`src/rtl/sb_tx_msg_arbiter_if.sv`:
```
// Sideband TX message arbiter bundle: two requesters, encoder fields, serializer done and status.
// master = arbiter side, slave = requesters/encoder/serializer side.
interface sb_tx_msg_arbiter_if;
  logic       i_ltsm_req;
  logic [3:0] i_ltsm_state;
  logic [3:0] i_ltsm_sub_state;
  logic [3:0] i_ltsm_msg_no;
  logic [2:0] i_ltsm_msg_info;
  logic       i_ltsm_data_valid;
  logic       o_ltsm_ack;

  logic       i_pt_req;
  logic [1:0] i_pt_test;
  logic [3:0] i_pt_msg_no;
  logic [2:0] i_pt_msg_info;
  logic       i_pt_data_valid;
  logic       o_pt_ack;

  logic       o_msg_valid;
  logic       o_data_valid;
  logic [3:0] o_state;
  logic [3:0] o_sub_state;
  logic [3:0] o_msg_no;
  logic [2:0] o_msg_info;
  logic       o_tx_point_sweep_test_en;
  logic [1:0] o_tx_point_sweep_test;

  logic       i_ser_done;
  logic       o_busy;
  logic       o_timeout_err;

  modport master (
    input  i_ltsm_req, i_ltsm_state, i_ltsm_sub_state, i_ltsm_msg_no, i_ltsm_msg_info,
           i_ltsm_data_valid, i_pt_req, i_pt_test, i_pt_msg_no, i_pt_msg_info,
           i_pt_data_valid, i_ser_done,
    output o_ltsm_ack, o_pt_ack, o_msg_valid, o_data_valid, o_state, o_sub_state,
           o_msg_no, o_msg_info, o_tx_point_sweep_test_en, o_tx_point_sweep_test,
           o_busy, o_timeout_err
  );

  modport slave (
    output i_ltsm_req, i_ltsm_state, i_ltsm_sub_state, i_ltsm_msg_no, i_ltsm_msg_info,
           i_ltsm_data_valid, i_pt_req, i_pt_test, i_pt_msg_no, i_pt_msg_info,
           i_pt_data_valid, i_ser_done,
    input  o_ltsm_ack, o_pt_ack, o_msg_valid, o_data_valid, o_state, o_sub_state,
           o_msg_no, o_msg_info, o_tx_point_sweep_test_en, o_tx_point_sweep_test,
           o_busy, o_timeout_err
  );
endinterface

```
`src/rtl/sb_tx_msg_arbiter.sv`:
```
// Round-robin arbiter of LTSM and point/sweep test messages onto the sideband TX header encoder.
// Optional WAIT_DONE watchdog enabled by defining SB_TX_ARB_TIMEOUT_EN.
module sb_tx_msg_arbiter #(
  parameter int GAP_CYCLES     = 32,
  parameter int TIMEOUT_CYCLES = 1024
) (
  input logic                  i_clk,
  input logic                  i_rst_n,
  sb_tx_msg_arbiter_if.master  bus
);
  typedef enum logic [1:0] {IDLE, ISSUE, WAIT_DONE, GAP} state_t;

  localparam int CNT_MAX = (GAP_CYCLES > TIMEOUT_CYCLES) ? GAP_CYCLES : TIMEOUT_CYCLES;
  localparam int CNT_W   = (CNT_MAX < 1) ? 1 : $clog2(CNT_MAX + 1);
  localparam logic [CNT_W-1:0] GAP_LOAD = CNT_W'((GAP_CYCLES > 0) ? GAP_CYCLES - 1 : 0);

  state_t           state_q;
  logic             last_pt_q;
  logic [CNT_W-1:0] cnt_q;
  logic             msg_valid_q, ltsm_ack_q, pt_ack_q;
  logic             data_valid_q, pt_en_q;
  logic [3:0]       st_q, sub_q, no_q;
  logic [2:0]       info_q;
  logic [1:0]       pt_test_q;

  logic grant_ltsm, grant_pt, pkt_end;

  // Ties go to whoever was not granted last; a lone request always wins.
  assign grant_ltsm = bus.i_ltsm_req && (!bus.i_pt_req || last_pt_q);
  assign grant_pt   = bus.i_pt_req && !grant_ltsm;

`ifdef SB_TX_ARB_TIMEOUT_EN
  localparam logic [CNT_W-1:0] TMO_LAST = CNT_W'((TIMEOUT_CYCLES > 0) ? TIMEOUT_CYCLES - 1 : 0);
  logic tmo_q;
  assign pkt_end = bus.i_ser_done || (cnt_q == TMO_LAST);
  assign bus.o_timeout_err = tmo_q;
`else
  assign pkt_end = bus.i_ser_done;
  assign bus.o_timeout_err = 1'b0;
`endif

  always_ff @(posedge i_clk or negedge i_rst_n) begin
    if (!i_rst_n) begin
      state_q      <= IDLE;
      last_pt_q    <= 1'b1;
      cnt_q        <= '0;
      msg_valid_q  <= 1'b0;
      ltsm_ack_q   <= 1'b0;
      pt_ack_q     <= 1'b0;
      data_valid_q <= 1'b0;
      pt_en_q      <= 1'b0;
      st_q         <= '0;
      sub_q        <= '0;
      no_q         <= '0;
      info_q       <= '0;
      pt_test_q    <= '0;
`ifdef SB_TX_ARB_TIMEOUT_EN
      tmo_q        <= 1'b0;
`endif
    end else begin
      msg_valid_q <= 1'b0;
      ltsm_ack_q  <= 1'b0;
      pt_ack_q    <= 1'b0;
`ifdef SB_TX_ARB_TIMEOUT_EN
      tmo_q       <= 1'b0;
`endif
      unique case (state_q)
        IDLE: begin
          if (grant_ltsm) begin
            state_q      <= ISSUE;
            last_pt_q    <= 1'b0;
            msg_valid_q  <= 1'b1;
            ltsm_ack_q   <= 1'b1;
            data_valid_q <= bus.i_ltsm_data_valid;
            st_q         <= bus.i_ltsm_state;
            sub_q        <= bus.i_ltsm_sub_state;
            no_q         <= bus.i_ltsm_msg_no;
            info_q       <= bus.i_ltsm_msg_info;
            pt_en_q      <= 1'b0;
            pt_test_q    <= 2'd0;
          end else if (grant_pt) begin
            state_q      <= ISSUE;
            last_pt_q    <= 1'b1;
            msg_valid_q  <= 1'b1;
            pt_ack_q     <= 1'b1;
            data_valid_q <= bus.i_pt_data_valid;
            st_q         <= 4'd4;  // MBTRAIN
            sub_q        <= 4'd0;
            no_q         <= bus.i_pt_msg_no;
            info_q       <= bus.i_pt_msg_info;
            pt_en_q      <= 1'b1;
            pt_test_q    <= bus.i_pt_test;
          end
        end
        ISSUE: begin
          state_q <= WAIT_DONE;
          cnt_q   <= '0;
        end
        WAIT_DONE: begin
          if (pkt_end) begin
`ifdef SB_TX_ARB_TIMEOUT_EN
            tmo_q <= !bus.i_ser_done;
`endif
            if (GAP_CYCLES == 0) begin
              state_q <= IDLE;
            end else begin
              state_q <= GAP;
              cnt_q   <= GAP_LOAD;
            end
          end else begin
            cnt_q <= cnt_q + CNT_W'(1);
          end
        end
        GAP: begin
          if (cnt_q == '0) state_q <= IDLE;
          else             cnt_q   <= cnt_q - CNT_W'(1);
        end
        default: state_q <= IDLE;
      endcase
    end
  end

  assign bus.o_msg_valid              = msg_valid_q;
  assign bus.o_ltsm_ack               = ltsm_ack_q;
  assign bus.o_pt_ack                 = pt_ack_q;
  assign bus.o_data_valid             = data_valid_q;
  assign bus.o_state                  = st_q;
  assign bus.o_sub_state              = sub_q;
  assign bus.o_msg_no                 = no_q;
  assign bus.o_msg_info               = info_q;
  assign bus.o_tx_point_sweep_test_en = pt_en_q;
  assign bus.o_tx_point_sweep_test    = pt_test_q;
  assign bus.o_busy                   = (state_q != IDLE);
endmodule

```
`src/flat_wrapper.sv`:
```
// flat-port wrapper written by rule: the top's interface ports become plain ports
module sb_tx_msg_arbiter_flat 
#(
  parameter int GAP_CYCLES     = 32,
  parameter int TIMEOUT_CYCLES = 1024
)
  (i_clk, i_rst_n, bus_i_ltsm_req, bus_i_ltsm_state, bus_i_ltsm_sub_state, bus_i_ltsm_msg_no, bus_i_ltsm_msg_info, bus_i_ltsm_data_valid, bus_i_pt_req, bus_i_pt_test, bus_i_pt_msg_no, bus_i_pt_msg_info, bus_i_pt_data_valid, bus_i_ser_done, bus_o_ltsm_ack, bus_o_pt_ack, bus_o_msg_valid, bus_o_data_valid, bus_o_state, bus_o_sub_state, bus_o_msg_no, bus_o_msg_info, bus_o_tx_point_sweep_test_en, bus_o_tx_point_sweep_test, bus_o_busy, bus_o_timeout_err);
  sb_tx_msg_arbiter_if bus_i ();
  input logic i_clk;
  input logic i_rst_n;
  input wire logic [$bits(bus_i.i_ltsm_req)-1:0] bus_i_ltsm_req;
  input wire logic [$bits(bus_i.i_ltsm_state)-1:0] bus_i_ltsm_state;
  input wire logic [$bits(bus_i.i_ltsm_sub_state)-1:0] bus_i_ltsm_sub_state;
  input wire logic [$bits(bus_i.i_ltsm_msg_no)-1:0] bus_i_ltsm_msg_no;
  input wire logic [$bits(bus_i.i_ltsm_msg_info)-1:0] bus_i_ltsm_msg_info;
  input wire logic [$bits(bus_i.i_ltsm_data_valid)-1:0] bus_i_ltsm_data_valid;
  input wire logic [$bits(bus_i.i_pt_req)-1:0] bus_i_pt_req;
  input wire logic [$bits(bus_i.i_pt_test)-1:0] bus_i_pt_test;
  input wire logic [$bits(bus_i.i_pt_msg_no)-1:0] bus_i_pt_msg_no;
  input wire logic [$bits(bus_i.i_pt_msg_info)-1:0] bus_i_pt_msg_info;
  input wire logic [$bits(bus_i.i_pt_data_valid)-1:0] bus_i_pt_data_valid;
  input wire logic [$bits(bus_i.i_ser_done)-1:0] bus_i_ser_done;
  output wire logic [$bits(bus_i.o_ltsm_ack)-1:0] bus_o_ltsm_ack;
  output wire logic [$bits(bus_i.o_pt_ack)-1:0] bus_o_pt_ack;
  output wire logic [$bits(bus_i.o_msg_valid)-1:0] bus_o_msg_valid;
  output wire logic [$bits(bus_i.o_data_valid)-1:0] bus_o_data_valid;
  output wire logic [$bits(bus_i.o_state)-1:0] bus_o_state;
  output wire logic [$bits(bus_i.o_sub_state)-1:0] bus_o_sub_state;
  output wire logic [$bits(bus_i.o_msg_no)-1:0] bus_o_msg_no;
  output wire logic [$bits(bus_i.o_msg_info)-1:0] bus_o_msg_info;
  output wire logic [$bits(bus_i.o_tx_point_sweep_test_en)-1:0] bus_o_tx_point_sweep_test_en;
  output wire logic [$bits(bus_i.o_tx_point_sweep_test)-1:0] bus_o_tx_point_sweep_test;
  output wire logic [$bits(bus_i.o_busy)-1:0] bus_o_busy;
  output wire logic [$bits(bus_i.o_timeout_err)-1:0] bus_o_timeout_err;
  assign bus_i.i_ltsm_req = bus_i_ltsm_req;
  assign bus_i.i_ltsm_state = bus_i_ltsm_state;
  assign bus_i.i_ltsm_sub_state = bus_i_ltsm_sub_state;
  assign bus_i.i_ltsm_msg_no = bus_i_ltsm_msg_no;
  assign bus_i.i_ltsm_msg_info = bus_i_ltsm_msg_info;
  assign bus_i.i_ltsm_data_valid = bus_i_ltsm_data_valid;
  assign bus_i.i_pt_req = bus_i_pt_req;
  assign bus_i.i_pt_test = bus_i_pt_test;
  assign bus_i.i_pt_msg_no = bus_i_pt_msg_no;
  assign bus_i.i_pt_msg_info = bus_i_pt_msg_info;
  assign bus_i.i_pt_data_valid = bus_i_pt_data_valid;
  assign bus_i.i_ser_done = bus_i_ser_done;
  assign bus_o_ltsm_ack = bus_i.o_ltsm_ack;
  assign bus_o_pt_ack = bus_i.o_pt_ack;
  assign bus_o_msg_valid = bus_i.o_msg_valid;
  assign bus_o_data_valid = bus_i.o_data_valid;
  assign bus_o_state = bus_i.o_state;
  assign bus_o_sub_state = bus_i.o_sub_state;
  assign bus_o_msg_no = bus_i.o_msg_no;
  assign bus_o_msg_info = bus_i.o_msg_info;
  assign bus_o_tx_point_sweep_test_en = bus_i.o_tx_point_sweep_test_en;
  assign bus_o_tx_point_sweep_test = bus_i.o_tx_point_sweep_test;
  assign bus_o_busy = bus_i.o_busy;
  assign bus_o_timeout_err = bus_i.o_timeout_err;
  sb_tx_msg_arbiter #(.GAP_CYCLES(GAP_CYCLES), .TIMEOUT_CYCLES(TIMEOUT_CYCLES)) u_core (.i_clk(i_clk), .i_rst_n(i_rst_n), .bus(bus_i));
endmodule
```
`config.mk`:
```
export PLATFORM = sky130hd
export DESIGN_NAME = sb_tx_msg_arbiter_flat
export DESIGN_NICKNAME = d
export VERILOG_FILES = /design/src/rtl/sb_tx_msg_arbiter_if.sv /design/src/rtl/sb_tx_msg_arbiter.sv /design/src/flat_wrapper.sv
export SDC_FILE = /design/constraint.sdc
export NUM_CORES = 1
export LEC_CHECK = 0
export CAP_MARGIN = 5
export CORE_ASPECT_RATIO = 2
export CORE_UTILIZATION = 63
export CTS_CLUSTER_DIAMETER = 100
export CTS_CLUSTER_SIZE = 25
export DETAILED_ROUTE_END_ITERATION = 12
export DONT_BUFFER_PORTS = 1
export GPL_ROUTABILITY_DRIVEN = 0
export GPL_TIMING_DRIVEN = 0
export MAX_ROUTING_LAYER = met4
export PLACE_DENSITY = 0.81
export SYNTH_ARGS = -nofsm -noshare
export SYNTH_HDL_FRONTEND = slang
export SYNTH_SLANG_ARGS = --single-unit
```
`constraint.sdc`:
```
create_clock -name i_clk -period 2.62 [get_ports i_clk]
set_input_delay 0.262 -clock i_clk [delete_from_list [all_inputs] [get_ports i_clk]]
set_output_delay 0.262 -clock i_clk [all_outputs]
set_load 0.02 [all_outputs]
```
=== Word level (Yosys, flattened, before mapping) ===
Index checks and enable logic that the tools add are counted.

* Bits of input ports: 31
* Output and inout bits: 24
* Word-level logic and storage cells: 64
* Register bits after elaboration: 36

* Reductions and logical operators: 13
* Mux-type cells: 29
* Eq/ne operators: 7
* $add $sub $neg: 2

{| class="wikitable"
|+ Operators by type and width
! kind !! count
|-
| 11-bit case mux with 3 select lines || 1
|-
| 4-bit two-way mux || 6
|-
| 11-bit two-way mux || 2
|-
| 2-bit two-way mux || 6
|-
| 11-bit by 1-bit adder with 11-bit output, second input constant || 1
|-
| 11-bit zero test || 1
|-
| 1-bit two-way mux || 11
|-
| 11-bit by 1-bit subtractor with 11-bit output, second input constant || 1
|-
| 2-bit case mux with 4 select lines || 1
|-
| 3-bit two-way mux || 2
|-
| 2-bit equality test, second input constant || 2
|-
| 2-bit != test, second input constant || 2
|-
| 2-bit AND reduction || 2
|-
| 2-bit nonzero test || 2
|-
| 3-bit by 1-bit != test with 1-bit output, second input constant || 1
|-
| 3-bit AND reduction || 1
|-
| 3-bit nonzero test || 1
|-
| 2-bit by 1-bit equality test with 1-bit output, second input constant || 1
|-
| 1-bit logical AND || 2
|-
| 1-bit zero test || 2
|-
| 2-bit zero test || 1
|-
| 2-bit by 1-bit != test with 1-bit output, second input constant || 1
|-
| 1-bit logical OR || 1
|}

=== Longest topological paths before layout ===
Gate-level depths: netlist of run 1.

* Word-level depth: 8
* Mapped depth: 7

=== Least setup slack after synthesis of run 1 ===
OpenSTA, ideal clock, no wires.

* Path type: reg-to-reg
* Start point: register u_core.cnt_q[0]
* End point: register u_core.cnt_q[8]
* Slack: 0.577 ns
* Stages on the path, launching flop included: 7
* Setup time: 0.126 ns
* Data arrival time: 1.917 ns
* Period minus slack after synthesis: 2.043 ns
* Cell sequence: dfrtp_1 inv_1 ha_1 or3b_4 or3_1 a22o_1 a221o_1

* Longest elaborated chain between the ends: 3

{| class="wikitable"
|+ RTL lines
! what !! line !! source
|-
| start, declared || sb_tx_msg_arbiter.sv:19 || <nowiki>logic [CNT_W-1:0] cnt_q;</nowiki>
|-
| start signal, assigned || sb_tx_msg_arbiter.sv:111 || <nowiki>cnt_q <= cnt_q + CNT_W'(1);</nowiki>
|-
| start signal, assigned || sb_tx_msg_arbiter.sv:116 || <nowiki>else cnt_q <= cnt_q - CNT_W'(1);</nowiki>
|-
| 11-bit by 1-bit subtractor with 11-bit output, or another cell as far along || sb_tx_msg_arbiter.sv:116 ||
|-
| 11-bit two-way mux, or another cell as far along || sb_tx_msg_arbiter.sv:115 || <nowiki>if (cnt_q == '0) state_q <= IDLE;</nowiki>
|-
| 11-bit case mux with 3 select lines or 2-bit AND reduction (tied branches) || n/a ||
|}

Several ways; a longest one is shown, not always the timed one. The select of a mux whose other input is x is not followed.
A chain may end at the register's enable or synchronous reset.

=== Worst setup path in the final report of run 1 ===
* Start point: register u_core.cnt_q[0]
* End point: register u_core.cnt_q[7]

Same word-level chain as after synthesis.

==> results of run 1 <==
[synth_stat cells, types with 2 or more instances]
cell / count
nand2b_1: 2
clkbuf_1: 3
dfrtp_1: 35
mux2i_1: 15
nand2_1: 29
a31oi_1: 3
o21ai_0: 22
nor3_1: 6
a21oi_1: 8
a22oi_1: 3
nor2_1: 6
a22o_1: 5
nand3_1: 4
nand4_1: 3
ha_1: 5
buf_4: 3
o21ai_1: 2
buf_2: 4
o221ai_1: 2
or3_1: 2
or4_1: 3
a21boi_0: 2
inv_1: 20
buf_6: 3
nor4_1: 6
and3_1: 3
[state kept, by name (all words and copies together), names as in the netlist]
| signal | cells |
|---|---|
| u_core.bus.o_pt_ack | 1 |
| u_core.bus.o_tx_point_sweep_test | 2 |
| u_core.last_pt_q | 1 |
| u_core.bus.o_sub_state | 4 |
| u_core.bus.o_state | 4 |
| u_core.bus.o_ltsm_ack | 1 |
| u_core.bus.o_tx_point_sweep_test_en | 1 |
| u_core.bus.o_msg_info | 3 |
| u_core.state_q | 2 |
| u_core.bus.o_msg_valid | 1 |
| u_core.bus.o_msg_no | 4 |
| u_core.cnt_q | 11 |
| u_core.bus.o_data_valid | 1 |
[cell type report]
cell class / instances / area share (%)
clock buffer: 5 / 3.03
buffer: 13 / 3.85
sequential: 36 / 39.7
timing repair buffer: 2 / 1.32
tap: 31 / 1.71
inverter: 20 / 3.30
clock inverter: 3 / 1.87
multi-input combinational: 158 / 45.2
[stage by stage]
stage               utilization [%]  hold WS, ps  area (sq um)
CTS                            72.0         95.2          2270
finish                         72.0         98.5          2270
floorplan                         -        -33.6          2090
detailed placement             67.5        -33.0          2130
global route                   72.0          102          2270
global placement               67.5        -33.0          2130
[cell families (layout without fill, tap and decap cells)]
kind of cell	count (synthesis)	after routing	synth area share, %
and+or+nand+nor	72	72	17.7
AOI/OAI and AO/OA	63	63	20.0
DFF	36	36	43.1
buffers and inverters	33	43	7.77
muxes	17	17	8.25
adders and majority gates	5	5	2.99
other	1	1	0.179
[worst max-delay path, delay by kind of cell, from the launching register on]
| family | cells | cell delay, ps |
|---|---|---|
| simple gates | 2 | 840 |
| compound gates | 2 | 580 |
| flops | 1 | 460 |
| fa+ha+maj | 1 | 200 |
| buf+inv | 1 | 120 |
[how the worst min path moves through the flow]
stage          cells after the start                        end                     from  slack (ps)
6_report                           2  u_core.bus.o_sub_state[2]  bus_i_ltsm_sub_state[2]         100
4_1_cts                            2  u_core.bus.o_sub_state[3]  bus_i_ltsm_sub_state[3]         100
2_1_floorplan                      0    u_core.bus.o_data_valid                  i_rst_n         -30
3_3_place_gp                       0  u_core.bus.o_sub_state[3]                  i_rst_n         -30
3_5_place_dp                       0  u_core.bus.o_sub_state[0]                  i_rst_n         -30
5_1_grt                            2  u_core.bus.o_sub_state[2]  bus_i_ltsm_sub_state[2]         100
[power groups by stage]
stage	clock [uW]	combinational [uW]	sequential (uW)
2_1_floorplan	0	1100	1140
3_3_place_gp	0	1320	1170
3_5_place_dp	0	1390	1190
4_1_cts	486	1420	1170
5_1_grt	508	1610	1200
6_report	482	1450	1170
[layer usage]
layer	part of all wire [%]	global-route usage, %	wire length, um	vias up
li1	-	-	-	839
met1	34	30.6	1730	879
met2	55	56.3	2820	95
met3	6.6	6.93	335	23
met4	4.0	15.1	204	0
met5	0	-	0	-
[timing repair]
item                      CTS  global route
hold endpoints to repair   36             0
hold buffers                2             0
setup buffers               0             0
resized for setup           0             0
[placed cells by master, fill, tap and decap left out, types with 4 or more instances in the layout]
cell,count
inv_1,20
nor2_1,6
nor3_1,6
mux2i_1,15
nand3_1,4
nand2_1,29
buf_2,4
ha_1,5
clkbuf_8,5
o21ai_0,22
dfrtp_1,35
nor4_1,6
a21oi_1,8
a22o_1,5
==> results.json, run 1 <==
{
  "cts_root_buf": "clkbuf_8",
  "worst_skew_pair.late_latency_ps": 290,
  "yosysTopAreaCellShare_pct": 41.9,
  "start_util_pct": 66.3,
  "cts_tree": "done",
  "clock_path_buffers": 2,
  "viasPerCell": 6.85,
  "setup_viol": 0,
  "switching_share_pct": 47.5,
  "total_power_uw": 3110,
  "post-route-min-period_ps": 2320,
  "place_ws_ps": 412,
  "setup.worst_path.start": "u_core.cnt_q[0]",
  "die_y_um": 83.5,
  "cts.sinks": 36,
  "synthArstFlopShare_pct": 100,
  "startpoint_type": "register",
  "drc": 0,
  "cp_max_fo": 8,
  "r2r_cells": 6,
  "gr-total-overflow": 0,
  "ys_ff_latch": 36,
  "placed_cells": 258,
  "stdcell_count": 268,
  "portBuffers": 0,
  "rows": 29,
  "critPathMaxStageDelay_ps": 580,
  "synthCells": 227,
  "drv_cap": 0,
  "final.setup.tns_ps": 0,
  "fmax_mhz": 431,
  "synth.area.top_cells": "dfrtp_1 (42%), mux2i_1 (7.2%), o21ai_0 (5.3%)",
  "hold_viol": 0,
  "setup.worst_path.end_class": "register",
  "finalMaxSlewViolations": 0,
  "diodes": 0,
  "ir_worst_vdd_mv": 0.970,
  "power.internal_uw": 1630,
  "yosysTopAreaCell": "dfrtp_1",
  "seq_area_sq_um": 902,
  "maxSlewHeadroom_pct": 41.5,
  "route.final.wire_length_um": 5090,
  "antenna_left": 0,
  "synth_warnings": 0,
  "outcome": "complete, no violations",
  "io_pins": 55,
  "tightest_slew_ps": 869,
  "worst_slack_ps": 302,
  "cts_inserted_buffers": 5,
  "synth_nets": 263,
  "wl_per_cell_um": 19.0,
  "arrival_ps": 2500,
  "crit_end": "u_core.cnt_q[7]",
  "ys_seq_area_share_pct": 43.1,
  "r2r_end": "u_core.cnt_q[7]",
  "r2r-start": "u_core.cnt_q[0]",
  "p_leak_uw": 0.00108,
  "fin_worst_skew_ps": 9.09,
  "drt_iter0_markers": 108,
  "pwr-share-clk_pct": 15.5,
  "r2r_slack_ps": 300,
  "path_cells": "inv_1 > ha_1 > nor3b_1 > nand4_1 > a22o_1 > a211o_1",
  "multiInputGateArea_sq_um": 1030,
  "fill_cells": 228,
  "crit_type": "register to register",
  "design.die.area_sq_um": 3570,
  "htreeDepth": 2,
  "p_comb_share_pct": 46.7,
  "nets": 272,
  "route.vias.total": 1836,
  "hp-class": "input port to register",
  "grt_antenna_before_repair": 0,
  "hpwl_um": 3700,
  "die_x_um": 42.7,
  "synth_area_sq_um": 2090,
  "drive_above_1_share_pct": 11.0,
  "switchingPower_uw": 1480,
  "grt_first_pass_wirelength_um": 8480,
  "grt.total_usage_pct": 31.6,
  "grt_max_degree": 37,
  "first_pass_iters": 4,
  "synth-edff-count": 0,
  "rsz0062_at_grt": "false",
  "yosys_most_used_dff": "dfrtp_1",
  "critical_path_required_ps": 2800,
  "syn_to_final_growth_pct": 8.61,
  "path_clk_slew_ps": 80,
  "cpMaxStageDelayCell": "nor3b_1",
  "post-route-period-util_pct": 88.5,
  "grt_pass1_vias": 1900,
  "power_density_nw_per_um2": 1370,
  "synth.avg_cell_area_sq_um": 9.22,
  "core_area_sq_um": 3160,
  "synth_cell_types": 54,
  "seqPwrFrac_pct": 37.8
}
Power figures use the tool's default switching activity.
==> inputs of run 2 (changes only) <==
PLACE_DENSITY = unset   (was 0.81)
PLACE_DENSITY_LB_ADDON = 0.25   (was unset)
==> run 2 against run 1 <==
Against the previous run:
- clock skew hardly changed
- largest cell class unchanged
- combinational power is essentially flat
- sequential share of layout area rose by 0.20 points
- sequential power barely moved
- hold slack improved by 2.9 ps
- non-clock buffer count is the same
- cell count unchanged
- worst setup slack worse by 31 ps
- core utilization decreased by 0.36 points
- critical endpoint unchanged
- total power down 1.9%
- die area is the same
- largest power group unchanged
- via count down 1.6%
==> results.json, run 2 (synthesis gave the netlist of run 1 again) <==
{
  "outcome": "complete, no violations",
  "fill_cells": 236,
  "r2r_cells": 6,
  "holdPathStages": 2,
  "top_register": "u_core.cnt_q",
  "grt_first_pass_wirelength_um": 8180,
  "path_clk_slew_ps": 70,
  "clock_path_buffers": 2,
  "gr-total-overflow": 0,
  "rsz0062_at_grt": "false",
  "fmax_mhz": 426,
  "stdcell_count": 268,
  "placed_area_sq_um": 2130,
  "diodes": 0,
  "drv_cap": 0,
  "cpMaxStageDelayCell": "nor3b_1",
  "drc": 0,
  "tightest_slew_ps": 1020,
  "route.final.wire_length_um": 4980,
  "fin_worst_skew_ps": 8.93,
  "post-route-min-period_ps": 2350,
  "die_y_um": 83.5,
  "finalMaxSlewViolations": 0,
  "post-route-period-util_pct": 89.7,
  "grt_pass1_vias": 1819,
  "cts_inserted_buffers": 5,
  "stdcell_area_sq_um": 2260,
  "grt.total_usage_pct": 30.7,
  "grt_antenna_before_repair": 0,
  "path_depth": 6,
  "antenna_left": 0,
  "first_pass_iters": 4,
  "die_x_um": 42.7,
  "largest_reg_flops": 11,
  "nets": 272,
  "ir_worst_vdd_mv": 0.908,
  "start_util_pct": 66.3,
  "core_area_sq_um": 3160,
  "final_cell_mix": "dfrtp_1 (35), nand2_1 (29), o21ai_0 (22)",
  "critPathMaxStageDelay_ps": 560,
  "startpoint_type": "register",
  "placed_cells": 258,
  "final.setup.tns_ps": 0,
  "final_common_cell": "dfrtp_1",
  "path_cells": "inv_1 > ha_1 > nor3b_1 > nand4_1 > a22o_1 > a211o_1",
  "worst_skew_pair.late_latency_ps": 290,
  "power_density_nw_per_um2": 1350,
  "cts_root_buf": "clkbuf_8",
  "drive_above_1_share_pct": 10.5,
  "cts.sinks": 36,
  "setup.worst_path.end_class": "register",
  "hold_viol": 0,
  "route.vias.total": 1807,
  "io_pins": 55,
  "design.die.area_sq_um": 3570,
  "hp-class": "input port to register",
  "crit_type": "register to register",
  "syn_to_final_growth_pct": 8.07,
  "portBuffers": 0,
  "maxSlewHeadroom_pct": 31.6,
  "hpwl_um": 3570,
  "critPathTopFamily": "simple AND/OR/NAND/NOR gates",
  "wl_per_cell_um": 18.6,
  "cts_tree": "done",
  "arrival_ps": 2520,
  "p_leak_uw": 0.00108,
  "critical_path_required_ps": 2800,
  "htreeDepth": 2,
  "viasPerCell": 6.74,
  "cp_num_buf_inv": 1,
  "cp_max_fo": 8,
  "rows": 29,
  "grt_max_degree": 37,
  "setup_viol": 0,
  "drt_iter0_markers": 112
}
run 2: changes by cell type in the layout (fill, tap and decap cells not counted):
cell	change
clkbuf_1	+1
clkbuf_8	+2
bufinv_16	-1
clkinvlp_4	-1
clkinv_2	-1
run 2: routing by layer:
| metal | vias to the layer above | global-route usage, % | wire (um) |
|---|---|---|---|
| met5 | - | - | 0 |
| met4 | 0 | 16.5 | 131 |
| met3 | 13 | 5.19 | 295 |
| met2 | 103 | 54.7 | 2910 |
| met1 | 855 | 29.7 | 1640 |
| li1 | 836 | - | - |
run 2: path summary, 6_finish.rpt:
path	startpoint	end	slack [ps]
max	u_core.cnt_q[0]	u_core.cnt_q[7]	270
min	bus_i_ltsm_sub_state[1]	u_core.bus.o_sub_state[1]	100
max reg2reg	u_core.cnt_q[0]	u_core.cnt_q[7]	270
min reg2reg	u_core.last_pt_q	u_core.last_pt_q	530
max in group asynchronous	i_rst_n	u_core.last_pt_q	1920
min in group asynchronous	i_rst_n	u_core.cnt_q[10]	450
run 2: power breakdown:
part | leakage (uW) | internal, uW | switching [uW]
logic | 0.000568 | 541 | 901
clock network | 0.0000515 | 240 | 191
registers | 0.000458 | 809 | 369
run 2: cell type report:
cell class | instances | area, sq um | area share, %
Multi-Input combinational cell | 158 | 1030 | 45.4
Clock buffer | 8 | 100 | 4.43
Buffer | 13 | 87.6 | 3.87
Timing Repair Buffer | 2 | 30.0 | 1.33
Inverter | 20 | 75.1 | 3.32
Sequential cell | 36 | 902 | 39.9
Tap cell | 31 | 38.8 | 1.72
run 2: timing repair:
action / 4_1_cts / 5_1_grt
hold endpoints to repair: 36 / 0
setup buffers: 0 / 0
hold buffers: 2 / 0
resized for setup: 0 / 0
run 2: worst reg2reg max path, stage by stage (launching register included):
cell and delay (ps):
dfrtp_1 460, inv_1 130, ha_1 210, nor3b_1 560
nand4_1 300, a22o_1 290, a211o_1 290
run 2: stage by stage:
step           power [uW]  utilization, %  setup WS, ps  hold WS [ps]
5_1_grt              3240            71.6           203           103
6_report             3050            71.6           271           101
4_1_cts              3030            71.6           352          95.7
3_5_place_dp         2570            67.5           384         -32.9
2_1_floorplan        2230               -           577         -33.6
3_3_place_gp         2490            67.5           455         -33.0
==> inputs of run 3 (changes only) <==
CORE_ASPECT_RATIO = unset   (was 2)
==> run 3 against run 2 <==
Against the previous run:
- worst setup slack better by 91 ps
- hold slack worse by 72 ps
- sequential share of layout area increased by 0.13 points
- sequential power barely moved
- die area down 0.39%
==> results.json, run 3 (synthesis gave the netlist of run 1 again) <==
{
  "worst_skew_pair.late_latency_ps": 340,
  "io_pins": 55,
  "fill_cells": 227,
  "drv_cap": 0,
  "grt_pass1_vias": 1729,
  "cp_max_fo": 8,
  "crit_type": "register to register",
  "placed_area_sq_um": 2150,
  "post-route-period-util_pct": 86.2,
  "clock_path_buffers": 2,
  "die_x_um": 59.6,
  "placed_cells": 271,
  "r2r_cells": 6,
  "r2r_slack_ps": 360,
  "tightest_slew_ps": 876,
  "r2r-start": "u_core.cnt_q[0]",
  "final_common_cell": "dfrtp_1",
  "finalMaxSlewViolations": 0,
  "drc": 0,
  "outcome": "complete, no violations",
  "final_cell_mix": "dfrtp_1 (35), nand2_1 (29), o21ai_0 (22)",
  "holdPathStages": 2,
  "first_pass_iters": 4,
  "p_leak_uw": 0.00107,
  "grt_max_degree": 37,
  "cts.sinks": 36,
  "hold_viol": 0,
  "hold_start": "bus_i_ltsm_state[1]",
  "drt_iter0_markers": 111,
  "power.internal_uw": 1550,
  "maxSlewHeadroom_pct": 41.1,
  "arrival_ps": 2530,
  "switchingPower_uw": 1410,
  "grt_first_pass_wirelength_um": 7650,
  "hpwl_um": 3460,
  "power_density_nw_per_um2": 1310,
  "pwr-share-clk_pct": 12.9,
  "route.vias.total": 1821,
  "final.setup.tns_ps": 0,
  "htreeDepth": 2,
  "portBuffers": 0,
  "rows": 20,
  "grt.total_usage_pct": 30.6,
  "fin_worst_skew_ps": 9.95,
  "cts_inserted_buffers": 5,
  "die_y_um": 59.6,
  "top_register": "u_core.cnt_q",
  "viasPerCell": 6.48,
  "switching_share_pct": 47.7,
  "cts_tree": "done",
  "diodes": 0,
  "start_util_pct": 67.4,
  "drive_above_1_share_pct": 10.5,
  "hold_end": "u_core.bus.o_state[1]",
  "post-route-min-period_ps": 2260,
  "path_clk_slew_ps": 110,
  "wl_per_cell_um": 17.0,
  "nets": 272,
  "design.die.area_sq_um": 3560,
  "ir_worst_vdd_mv": 0.660,
  "cts_resized": 0,
  "r2r_end": "u_core.cnt_q[0]",
  "startpoint_type": "register",
  "hold_ws_ps": 28.9,
  "setup_viol": 0,
  "seqPwrFrac_pct": 39.6,
  "core_area_sq_um": 3100,
  "largest_reg_flops": 11,
  "grt_antenna_before_repair": 0,
  "critical_path_required_ps": 2890,
  "cts_root_buf": "clkbuf_4",
  "gr-total-overflow": 0,
  "stdcell_count": 281,
  "stdcell_area_sq_um": 2250,
  "route.final.wire_length_um": 4770,
  "fmax_mhz": 443,
  "setup.worst_path.end_class": "register",
  "antenna_left": 0,
  "rsz0062_at_grt": "false",
  "p_comb_share_pct": 47.5,
  "hp-class": "input port to register",
  "syn_to_final_growth_pct": 7.72
}
[run 3: changes by cell type in the layout (fill, tap and decap cells not counted)]
cell       delta
clkbuf_8      -7
bufinv_16     +1
clkinv_2      +1
clkbuf_4      +5
[run 3: layout make-up]
| cell class | count | area, sq um | area share (%) |
|---|---|---|---|
| inverters | 20 | 75.1 | 3.33 |
| multi-input cells | 158 | 1030 | 45.6 |
| repair buffers | 2 | 30.0 | 1.33 |
| clock inverters | 2 | 35.0 | 1.55 |
| well taps | 44 | 55.1 | 2.44 |
| plain buffers | 13 | 87.6 | 3.89 |
| flip-flops and latches | 36 | 902 | 40.0 |
| clock buffers | 6 | 41.3 | 1.83 |
[run 3: what timing repair did]
action                                  4_1_cts  5_1_grt
setup buffers                                 0        0
endpoints found under the setup margin        0        0
hold buffers                                  2        0
hold endpoints to repair                     36        0
[run 3: worst max path at each step]
stage	slack [ps]	start	end	cells after the start
global route	170	u_core.cnt_q[0]	u_core.cnt_q[0]	6
finish	360	u_core.cnt_q[0]	u_core.cnt_q[0]	6
global placement	460	u_core.cnt_q[0]	u_core.cnt_q[0]	6
detailed placement	410	u_core.cnt_q[0]	u_core.cnt_q[0]	6
floorplan	580	u_core.cnt_q[0]	u_core.cnt_q[8]	6
CTS	390	u_core.cnt_q[0]	u_core.cnt_q[0]	6
[run 3: power by group through the flow]
stage / Clock [uW] / Combinational (uW) / Sequential [uW]
2_1_floorplan: 0 / 1100 / 1140
3_3_place_gp: 0 / 1300 / 1160
3_5_place_dp: 0 / 1370 / 1180
4_1_cts: 388 / 1390 / 1170
5_1_grt: 415 / 1580 / 1200
6_report: 382 / 1400 / 1170
[run 3: worst max-delay path: stages, from the launching register on]
cell     delay, ps
dfrtp_1        470
inv_1          120
ha_1           210
nor3b_1        550
a41oi_1        430
and3_1         310
a21oi_2        110
[run 3: through the flow]
step	setup slack [ps]	total power [uW]	util [%]
4_1_cts	387	2950	72.6
6_report	362	2960	72.6
2_1_floorplan	577	2230	-
3_5_place_dp	414	2550	69.2
3_3_place_gp	463	2460	69.2
5_1_grt	170	3200	72.6
[run 3: per-layer routing]
metal / vias up / routed length, um / global-route usage [%]
li1: 839 / - / -
met1: 850 / 1760 / 32.8
met2: 111 / 2370 / 50.1
met3: 21 / 451 / 8.30
met4: 0 / 198 / 19.3
met5: - / 0 / -
